`src/rtl/lfsr_pkg.sv`:
```
// Shared LFSR definitions for the data/address stimulus generator and its checker.
// Galois next-state functions, seeds, tap masks, popcount and the checker state encoding.
package lfsr_pkg;

    localparam logic [31:0] SEED32 = 32'hFFFF_FFFF;
    localparam logic [9:0]  SEED10 = 10'h3FF;

    // Bit positions receiving the feedback term after the shift (bit 0 takes fb directly).
    localparam logic [31:0] TAPS32 = 32'h0040_0007;
    localparam logic [9:0]  TAPS10 = 10'h009;

    typedef enum logic [1:0] {
        SEARCH  = 2'd0,
        ACQUIRE = 2'd1,
        LOCKED  = 2'd2
    } lfsr_state_e;

    function automatic logic [31:0] next32(input logic [31:0] s);
        return {s[30:0], 1'b0} ^ (s[31] ? TAPS32 : 32'h0);
    endfunction

    function automatic logic [9:0] next10(input logic [9:0] s);
        return {s[8:0], 1'b0} ^ (s[9] ? TAPS10 : 10'h0);
    endfunction

    function automatic logic [5:0] popcount(input logic [31:0] v);
        logic [5:0] c;
        c = 6'd0;
        for (int i = 0; i < 32; i++) begin
            c = c + {5'd0, v[i]};
        end
        return c;
    endfunction

endpackage

```
`src/rtl/lfsr_sat_counter.sv`:
```
// Saturating statistics counter with synchronous clear taking priority over increment.
// Increments of up to 63 per cycle clamp at the all-ones value instead of wrapping.
module lfsr_sat_counter
    import lfsr_pkg::*;
#(
    parameter int CNT_W = 16
) (
    input  logic             clk,
    input  logic             rstn,
    input  logic             clr,
    input  logic             inc_en,
    input  logic [5:0]       inc_val,
    output logic [CNT_W-1:0] count
);

    logic [CNT_W-1:0] r_count;
    logic [CNT_W-1:0] w_count_nx;

    // One extra bit of headroom detects overflow; any carry out means clamp.
    function automatic logic [CNT_W-1:0] sat_add(input logic [CNT_W-1:0] a,
                                                 input logic [5:0]       b);
        logic [CNT_W:0] sum;
        sum = {1'b0, a} + (CNT_W+1)'(b);
        return sum[CNT_W] ? {CNT_W{1'b1}} : sum[CNT_W-1:0];
    endfunction

    always_comb begin
        w_count_nx = r_count;
        if (inc_en) begin
            w_count_nx = sat_add(r_count, inc_val);
        end
    end

    always_ff @(posedge clk) begin
        if (!rstn || clr) begin
            r_count <= '0;
        end else begin
            r_count <= w_count_nx;
        end
    end

    assign count = r_count;

endmodule

```
`config.mk`:
```
export PLATFORM = sky130hd
export DESIGN_NAME = lfsr_sat_counter
export DESIGN_NICKNAME = d
export VERILOG_FILES = /design/src/rtl/lfsr_pkg.sv /design/src/rtl/lfsr_sat_counter.sv
export SDC_FILE = /design/constraint.sdc
export NUM_CORES = 1
export LEC_CHECK = 0
export CORE_ASPECT_RATIO = 1.25
export CORE_MARGIN = 2
export CORE_UTILIZATION = 38
export CTS_BUF_LIST = sky130_fd_sc_hd__clkbuf_4 sky130_fd_sc_hd__clkbuf_8
export CTS_CLUSTER_SIZE = 25
export DETAILED_ROUTE_END_ITERATION = 10
export PLACE_DENSITY = 0.7
export SLEW_MARGIN = 30
export SYNTH_ARGS = -nofsm -noshare
export SYNTH_HDL_FRONTEND = slang
export SYNTH_SLANG_ARGS = --single-unit
```
`constraint.sdc`:
```
create_clock -name clk -period 3.7 [get_ports clk]
set_input_delay 0.74 -clock clk [delete_from_list [all_inputs] [get_ports clk]]
set_output_delay 0.74 -clock clk [all_outputs]
set_load 0.02 [all_outputs]
```
==> results of run 1 <==
power groups by stage:
stage / Combinational (mW) / Clock, mW / Sequential [mW]
5_1_grt: 0.0791 / 0.129 / 0.178
4_1_cts: 0.0714 / 0.119 / 0.178
6_report: 0.0712 / 0.118 / 0.178
3_5_place_dp: 0.0712 / 0 / 0.182
3_3_place_gp: 0.0701 / 0 / 0.182
2_1_floorplan: 0.0447 / 0 / 0.185
cell families (layout without fill, tap and decap cells):
group,after synthesis,after routing,synth area share (%)
AO/OA/AOI/OAI,39,39,30.3
AND/OR/NAND/NOR,32,32,20.8
flip-flops,16,16,30.5
buffers and inverters,8,33,3.70
adder cells (fa/ha/maj),7,7,9.07
multiplexers,4,4,3.94
XOR/XNOR,2,2,1.67
how the worst min path moves through the flow:
stage / endpoint / slack, ns / depth (start not counted)
floorplan: count[8] / 0.58 / 2
global placement: count[4] / 0.51 / 2
detailed placement: count[4] / 0.51 / 2
CTS: count[4] / 0.53 / 2
global route: count[4] / 0.56 / 2
finish: count[4] / 0.52 / 2
layer usage:
layer | track usage, % | vias up | wire length [um]
li1 | - | 479 | -
met1 | 24.2 | 483 | 1070
met2 | 27.6 | 25 | 1210
met3 | 2.39 | 2 | 91
met4 | 3.04 | 0 | 19
met5 | 0 | - | 0
cells in the final DEF (no fill, tap or decap), types with 2 or more instances in the layout:
master                            netlist  routed
sky130_fd_sc_hd__xnor2_1                2       2
sky130_fd_sc_hd__a21oi_1                7       7
sky130_fd_sc_hd__nor2_1                 3       3
sky130_fd_sc_hd__nand2_1                5       5
sky130_fd_sc_hd__a211oi_2               3       3
sky130_fd_sc_hd__nand4_1                2       2
sky130_fd_sc_hd__a311oi_1               2       2
sky130_fd_sc_hd__o21ai_0                4       4
sky130_fd_sc_hd__a41oi_1                2       2
sky130_fd_sc_hd__o211ai_1               2       2
sky130_fd_sc_hd__nand2b_1               4       4
sky130_fd_sc_hd__inv_1                  4       4
sky130_fd_sc_hd__clkdlybuf4s50_1        0      25
sky130_fd_sc_hd__clkbuf_4               0       3
sky130_fd_sc_hd__dfxtp_1               16      16
sky130_fd_sc_hd__and2_1                 3       3
sky130_fd_sc_hd__ha_1                   6       6
sky130_fd_sc_hd__a311oi_2               2       2
sky130_fd_sc_hd__mux2i_1                3       3
sky130_fd_sc_hd__and2_4                 2       2
sky130_fd_sc_hd__nand3_1                2       2
sky130_fd_sc_hd__and4_1                 3       3
sky130_fd_sc_hd__a31oi_1                6       6
sky130_fd_sc_hd__nor3_1                 2       2
through the flow:
stage	power (mW)	setup WS, ns	utilization (%)
final	0.367	1.14	51.0
after global routing	0.387	1.05	51.0
after CTS	0.369	1.14	51.0
after detailed placement	0.253	0.835	49.6
after global placement	0.252	0.857	49.6
after floorplan	0.230	1.35	-
area by class of cell:
class / count / area [um^2] / area share [%]
well taps: 34 / 42.5 / 3.14
repair buffers: 25 / 250 / 18.5
clock buffers: 4 / 36.3 / 2.68
inverters: 4 / 15.0 / 1.11
multi-input cells: 84 / 689 / 50.9
flip-flops and latches: 16 / 320 / 23.7
Yosys cell counts, drive strengths merged, types with 2 or more instances:
master,n
a21oi,7
o21ai,4
mux2i,3
and2,5
a311oi,4
ha,6
nand2,5
nand2b,4
dfxtp,16
o211ai,2
buf,2
a211oi,3
inv,4
xnor2,2
a41oi,2
nor2,3
nand3,3
a31oi,6
nand4,3
a31o,2
nor3,3
clkbuf,2
and4,3
worst reg2reg max path: stages (launching register included):
cell,delay (ns)
sky130_fd_sc_hd__dfxtp_1,0.34
sky130_fd_sc_hd__ha_1,0.21
sky130_fd_sc_hd__fa_1,0.41
sky130_fd_sc_hd__a21o_1,0.21
sky130_fd_sc_hd__a31o_1,0.34
sky130_fd_sc_hd__and2_4,0.23
sky130_fd_sc_hd__o211a_1,0.19
==> key figures, run 1 <==
STA
  • Worst-case hold slack: 0.523 ns
  • Setup TNS: 0 ns
  • Peak Freq: a little under 400 MHz
  • Fraction of the cycle the final worst path needs: 69.3%
  • Setup repair after global routing missed its margin: no
  • Number of failing setup endpoints in the final timing report: 0
  • Setup skew after layout: about 0.0026 ns
  • Clock period minus worst slack: 2.56 ns
  • Slew of the pin with the lowest slew margin: approximately 0.55 ns
  • Count of final hold-check violations: 0
  • Worst slew margin relative to its limit: 63.5%
  • Max Slew Vio Count: 0

Synth
  • Area fraction of the dominant cell type after synthesis: 30.5%
  • Sequential element share of the synthesized area: 30.5%
  • Area of the mapped netlist: 1050 um^2
  • Warnings, synthesis: 0
  • FF+latch count, synth: 16
  • Biggest area consumer among synthesized cells: sky130_fd_sc_hd__dfxtp_1
  • Net count after synthesis: 125
  • Largest cells by area after synthesis: sky130_fd_sc_hd__dfxtp_1 31%, sky130_fd_sc_hd__ha_1 7.2%, sky130_fd_sc_hd__a211oi_2 3.6%
  • Proportion of register bits with asynchronous set or reset after synthesis: 0%
  • Synthesized area divided by synthesized cell count: 9.71 um^2
  • Unique cell type count in the Yosys netlist: 44
  • EDFF count, synth: 0
  • Number of instances in the synthesized netlist: 108
  • Ys flop type: sky130_fd_sc_hd__dfxtp_1

Setup path
  • Critical Path Source Type: input pin
  • Start-to-end type of the worst setup path: in2reg
  • Terminus of the critical flop-to-flop path: count[6]
  • Count of cell instances traversed by the critical path: 7
  • CP Launch Point: inc_val[0]
  • Worst setup path endpoint: count[6]
  • Slowest cell delay on critical path: between 0.4 and 0.5 ns
  • Highest net fanout along the worst path: 9
  • Cells on worst reg2reg path: 6
  • WP data arrival: 2.75 ns
  • CP max stage cell: sky130_fd_sc_hd__clkdlybuf4s50_1
  • Register-to-register setup slack: between 1.5 and 2 ns
  • Critical register-to-register path startpoint: count[0]
  • Kind of end point of the critical path: flop
  • Total buffers and inverters traversed by the critical path: 1
  • Crit-path leading delay family: compound AO/OA/AOI/OAI gates
  • Data required time at the worst endpoint: 3.89 ns
  • Crit-path cells: clkdlybuf4s50_1, ha_1, fa_1, a21o_1, a31o_1, and2_4, o211a_1

Run status
  • Result of the run: completed

Die
  • Placeable core region: 2650 um^2
  • Horizontal die dimension: 51.0 um
  • DIE AREA: 3200 um^2
  • Starting density of the core: 39.5%
  • Top-level port count: 26
  • Number of core rows: 21
  • Chip Height: around 63 um

Clocking
  • H-tree depth reported by CTS: 1
  • Root Buffer Master: sky130_fd_sc_hd__clkbuf_4
  • Maximum root-to-sink buffer count: 2
  • Clock transition at the registers of the reported paths: roughly 0.10 ns
  • Clock latency at the later pin of the worst-skew pair: 0.29 ns
  • Post-cts gate resize count: 0
  • Total CTS buffers: 3
  • # hold bufs at CTS: 0
  • Clock tree from TritonCTS: done
  • Clk sink count: 16
  • Buffers inserted during post-CTS setup optimization: 0

Detailed routing
  • Number of detailed-routing iterations run before antenna repair: 4
  • # DRC: 0
  • Routed WL per cell: 14.3 um
  • Number of DRC violations after detailed-routing iteration 0: 20
  • Via total after detailed routing: between 900 and 1000
  • Drt total wl: 2400 um
  • Post-DR vias/cell: 5.92
  • Routed Antenna Nets: 0

Layout
  • Filler cells: 247
  • Non-filler instance count after layout: around 170
  • Final nets: 151
  • Synth-to-Final Area Change: 29.1%
  • Number of antenna repair diodes: 0
  • Ratio of cells with drive above 1 in the final layout: 12.8%
  • Number of flip-flops in the largest register: 16
  • Post-layout instance area: about 1400 um^2

Power
  • Power Density: 271 nW/um^2
  • Static leakage: 0.504 nW
  • Combinational group share of total power: 19.4%
  • Switching power: 0.0986 mW
  • Part of the total power dissipated in sequential elements: about half
  • Switching Share: 26.9%
  • Clock group share of total power: 32.2%
  • Worst-case vdd ir drop: 0.000131 V
  • Cell internal power dissipation: 0.268 mW

Global routing
  • Initial antenna violation count: 0
  • Overflow left after global routing: 0
  • First-pass GRT wire length: approximately 4300 um
  • Number of global-route vias before repair: 956
  • Maximum number of pins on one net before global-route repair: 17
  • All-layer global routing usage: 17.1%

Job
  • MaxCap Viol Count: 0

Min path
  • Class of the tightest hold or removal check: reg2reg
  • Startpoint of the most critical hold path: count[4]

Place
  • Placer Congestion: 0.810
  • Port-buffer cells: 25
  • Post-DP HPWL: 1780 um
  • Cell count after placement: 163
  • Total placed instance area: about 1300 um^2
No activity file was read; power rests on OpenSTA's default activity.
==> run 2: changes to the inputs <==
==> constraint.sdc (replaced) <==
create_clock -name clk -period 2.51 [get_ports clk]
set_input_delay 0.502 -clock clk [delete_from_list [all_inputs] [get_ports clk]]
set_output_delay 0.502 -clock clk [all_outputs]
set_load 0.02 [all_outputs]
==> run 2 against run 1 <==
Via count shrank 1.9%. Register-to-register slack lost 1.2 ns. Total power grew 49%. Clock power grew 46%. Critical endpoint is now count[4]. Largest power group unchanged. Highest routed layer unchanged.
==> key figures, run 2 (same netlist as run 1, synthesis figures left out) <==
STA
  • Worst slew margin relative to its limit: 64.2% (was 63.5%)
  • Setup skew after layout: 0.00530 ns (was 0.00259 ns)
  • Max Slew Vio Count: 0 (unchanged)
  • Fraction of the cycle the final worst path needs: 91.6%
  • Number of failing setup endpoints in the final timing report: 0 (unchanged)
  • Final setup slack of the worst path: 0.210 ns (was 1.14 ns)
  • Slew of the pin with the lowest slew margin: 0.537 ns (was 0.547 ns)
  • Peak Freq: 435 MHz
  • Count of final hold-check violations: 0 (unchanged)
  • Clock period minus worst slack: 2.30 ns
  • Setup repair after global routing missed its margin: no (unchanged)

Setup path
  • CP Launch Point: inc_val[0] (unchanged)
  • Register-to-register setup slack: 0.51 ns (was 1.68 ns)
  • WP data arrival: 2.51 ns (was 2.75 ns)
  • Critical Path Source Type: input pin (unchanged)
  • Kind of end point of the critical path: flop (unchanged)
  • Terminus of the critical flop-to-flop path: count[4] (was count[6])
  • Cells on worst reg2reg path: 6 (unchanged)
  • Worst setup path endpoint: count[4] (was count[6])
  • Data required time at the worst endpoint: 2.72 ns (was 3.89 ns)
  • Critical register-to-register path startpoint: count[0] (unchanged)
  • Start-to-end type of the worst setup path: in2reg (unchanged)
  • Highest net fanout along the worst path: 2 (was 9)

Detailed routing
  • Routed WL per cell: 14.0 um (was 14.3 um)
  • Number of detailed-routing iterations run before antenna repair: 4 (unchanged)
  • Number of DRC violations after detailed-routing iteration 0: 20 (unchanged)
  • Post-DR vias/cell: 5.61 (was 5.92)
  • Via total after detailed routing: 970 (was 989)
  • Routed Antenna Nets: 0 (unchanged)
  • # DRC: 0 (unchanged)
  • Drt total wl: 2430 um (was 2400 um)

Power
  • Worst-case vdd ir drop: 0.000217 V (was 0.000131 V)
  • Power Density: 392 nW/um^2 (was 271 nW/um^2)
  • Static leakage: 0.534 nW (was 0.504 nW)

Clocking
  • Post-cts gate resize count: 0 (unchanged)
  • Clock tree from TritonCTS: done (unchanged)
  • # hold bufs at CTS: 0 (unchanged)
  • Maximum root-to-sink buffer count: 2 (unchanged)
  • Clk sink count: 16 (unchanged)
  • Total CTS buffers: 3 (unchanged)
  • H-tree depth reported by CTS: 1 (unchanged)
  • Clock latency at the later pin of the worst-skew pair: 0.29 ns (about the same)
  • Buffers inserted during post-CTS setup optimization: 0 (unchanged)
  • Root Buffer Master: sky130_fd_sc_hd__clkbuf_4 (unchanged)
  • Clock transition at the registers of the reported paths: 0.09 ns (was 0.10 ns)

Layout
  • Non-filler instance count after layout: 173 (was 167)
  • Post-layout instance area: 1400 um^2 (was 1350 um^2)
  • Final nets: 157 (was 151)
  • Number of antenna repair diodes: 0 (unchanged)
  • Ratio of cells with drive above 1 in the final layout: 16.5% (was 12.8%)
  • Most frequent cells in the layout: 25 x sky130_fd_sc_hd__clkdlybuf4s50_1, 16 x sky130_fd_sc_hd__dfxtp_1, 7 x sky130_fd_sc_hd__a21oi_1 (was 25 x sky130_fd_sc_hd__clkdlybuf4s50_1, 16 x sky130_fd_sc_hd__dfxtp_1, 7 x sky130_fd_sc_hd__a21oi_1, 6 x sky130_fd_sc_hd__a31oi_1, 6 x sky130_fd_sc_hd__ha_1)
  • Synth-to-Final Area Change: 33.4% (was 29.1%)
  • End-of-flow core utilization: 52.7% (was 51.0%)
  • Number of flip-flops in the largest register: 16 (unchanged)
  • Most frequent standard cell in the layout excluding fill and tap cells: sky130_fd_sc_hd__clkdlybuf4s50_1 (unchanged)

Place
  • Post-DP HPWL: 1840 um (was 1780 um)
  • Port-buffer cells: 25 (unchanged)
  • Placer Congestion: 0.836 (was 0.810)
  • Cell count after placement: 169 (was 163)
  • DP Worst Slack: -0.0933 ns (was 0.835 ns)
  • Total placed instance area: 1360 um^2 (was 1320 um^2)

Global routing
  • Number of global-route vias before repair: 919 (was 956)
  • Maximum number of pins on one net before global-route repair: 17 (unchanged)
  • Initial antenna violation count: 0 (unchanged)
  • Overflow left after global routing: 0 (unchanged)
  • First-pass GRT wire length: 4070 um (was 4330 um)
  • All-layer global routing usage: 16.2% (was 17.1%)

Min path
  • Class of the tightest hold or removal check: reg2reg (unchanged)

Run status
  • Result of the run: completed (unchanged)

Die
  • Horizontal die dimension: 51.0 um (unchanged)
  • Number of core rows: 21 (unchanged)
  • Top-level port count: 26 (unchanged)
  • Placeable core region: 2650 um^2 (unchanged)
  • Chip Height: 62.7 um (unchanged)
  • DIE AREA: 3200 um^2 (unchanged)
  • Starting density of the core: 39.5% (unchanged)

Job
  • MaxCap Viol Count: 0 (unchanged)
-- run 2: cell count changes in the layout (fill, tap and decap cells not counted), sizes merged --
cell,before,now
buf,0,6
-- run 2: worst min-delay path by stage --
stage                     endpoint  cells after the start      from
after global routing      count[4]                      2  count[4]
after global placement    count[4]                      2  count[4]
after CTS                 count[4]                      2  count[4]
after detailed placement  count[4]                      2  count[4]
after floorplan           count[8]                      2  count[8]
final                     count[4]                      2  count[4]
-- run 2: layer usage --
layer	vias to the layer above	routed length [um]	global-route usage [%]
li1	489	-	-
met4	0	45	5.41
met1	449	1170	22.0
met5	-	0	0
met2	26	1130	25.3
met3	6	86	3.11
-- run 2: power breakdown --
part | switching [mW] | internal [mW]
registers | 0.00409 | 0.258
logic | 0.0577 | 0.0560
clock network | 0.0838 | 0.0884
total | 0.146 | 0.403
-- run 2: final cells by class --
class / instances / area [um^2]
fill: 248 / 1250
sequential: 16 / 320
clock buffer: 4 / 36.3
multi-input combinational: 84 / 689
timing repair buffer: 31 / 295
inverter: 4 / 15.0
tap: 34 / 42.5
-- run 2: metrics by stage --
stage	hold slack [ns]	TNS, ns	power (mW)
after floorplan	0.580	0	0.339
after global placement	0.506	-0.299	0.380
after detailed placement	0.519	-0.928	0.381
after CTS	0.536	0	0.553
after global routing	0.560	0	0.580
final	0.539	0	0.548
-- run 2: critical path: stages --
cell and delay [ns]:
sky130_fd_sc_hd__clkdlybuf4s50_1 0.40, sky130_fd_sc_hd__ha_1 0.23, sky130_fd_sc_hd__fa_1 0.40, sky130_fd_sc_hd__a21o_1 0.21, sky130_fd_sc_hd__a21oi_1 0.24, sky130_fd_sc_hd__mux2_2 0.37, sky130_fd_sc_hd__a31oi_1 0.16
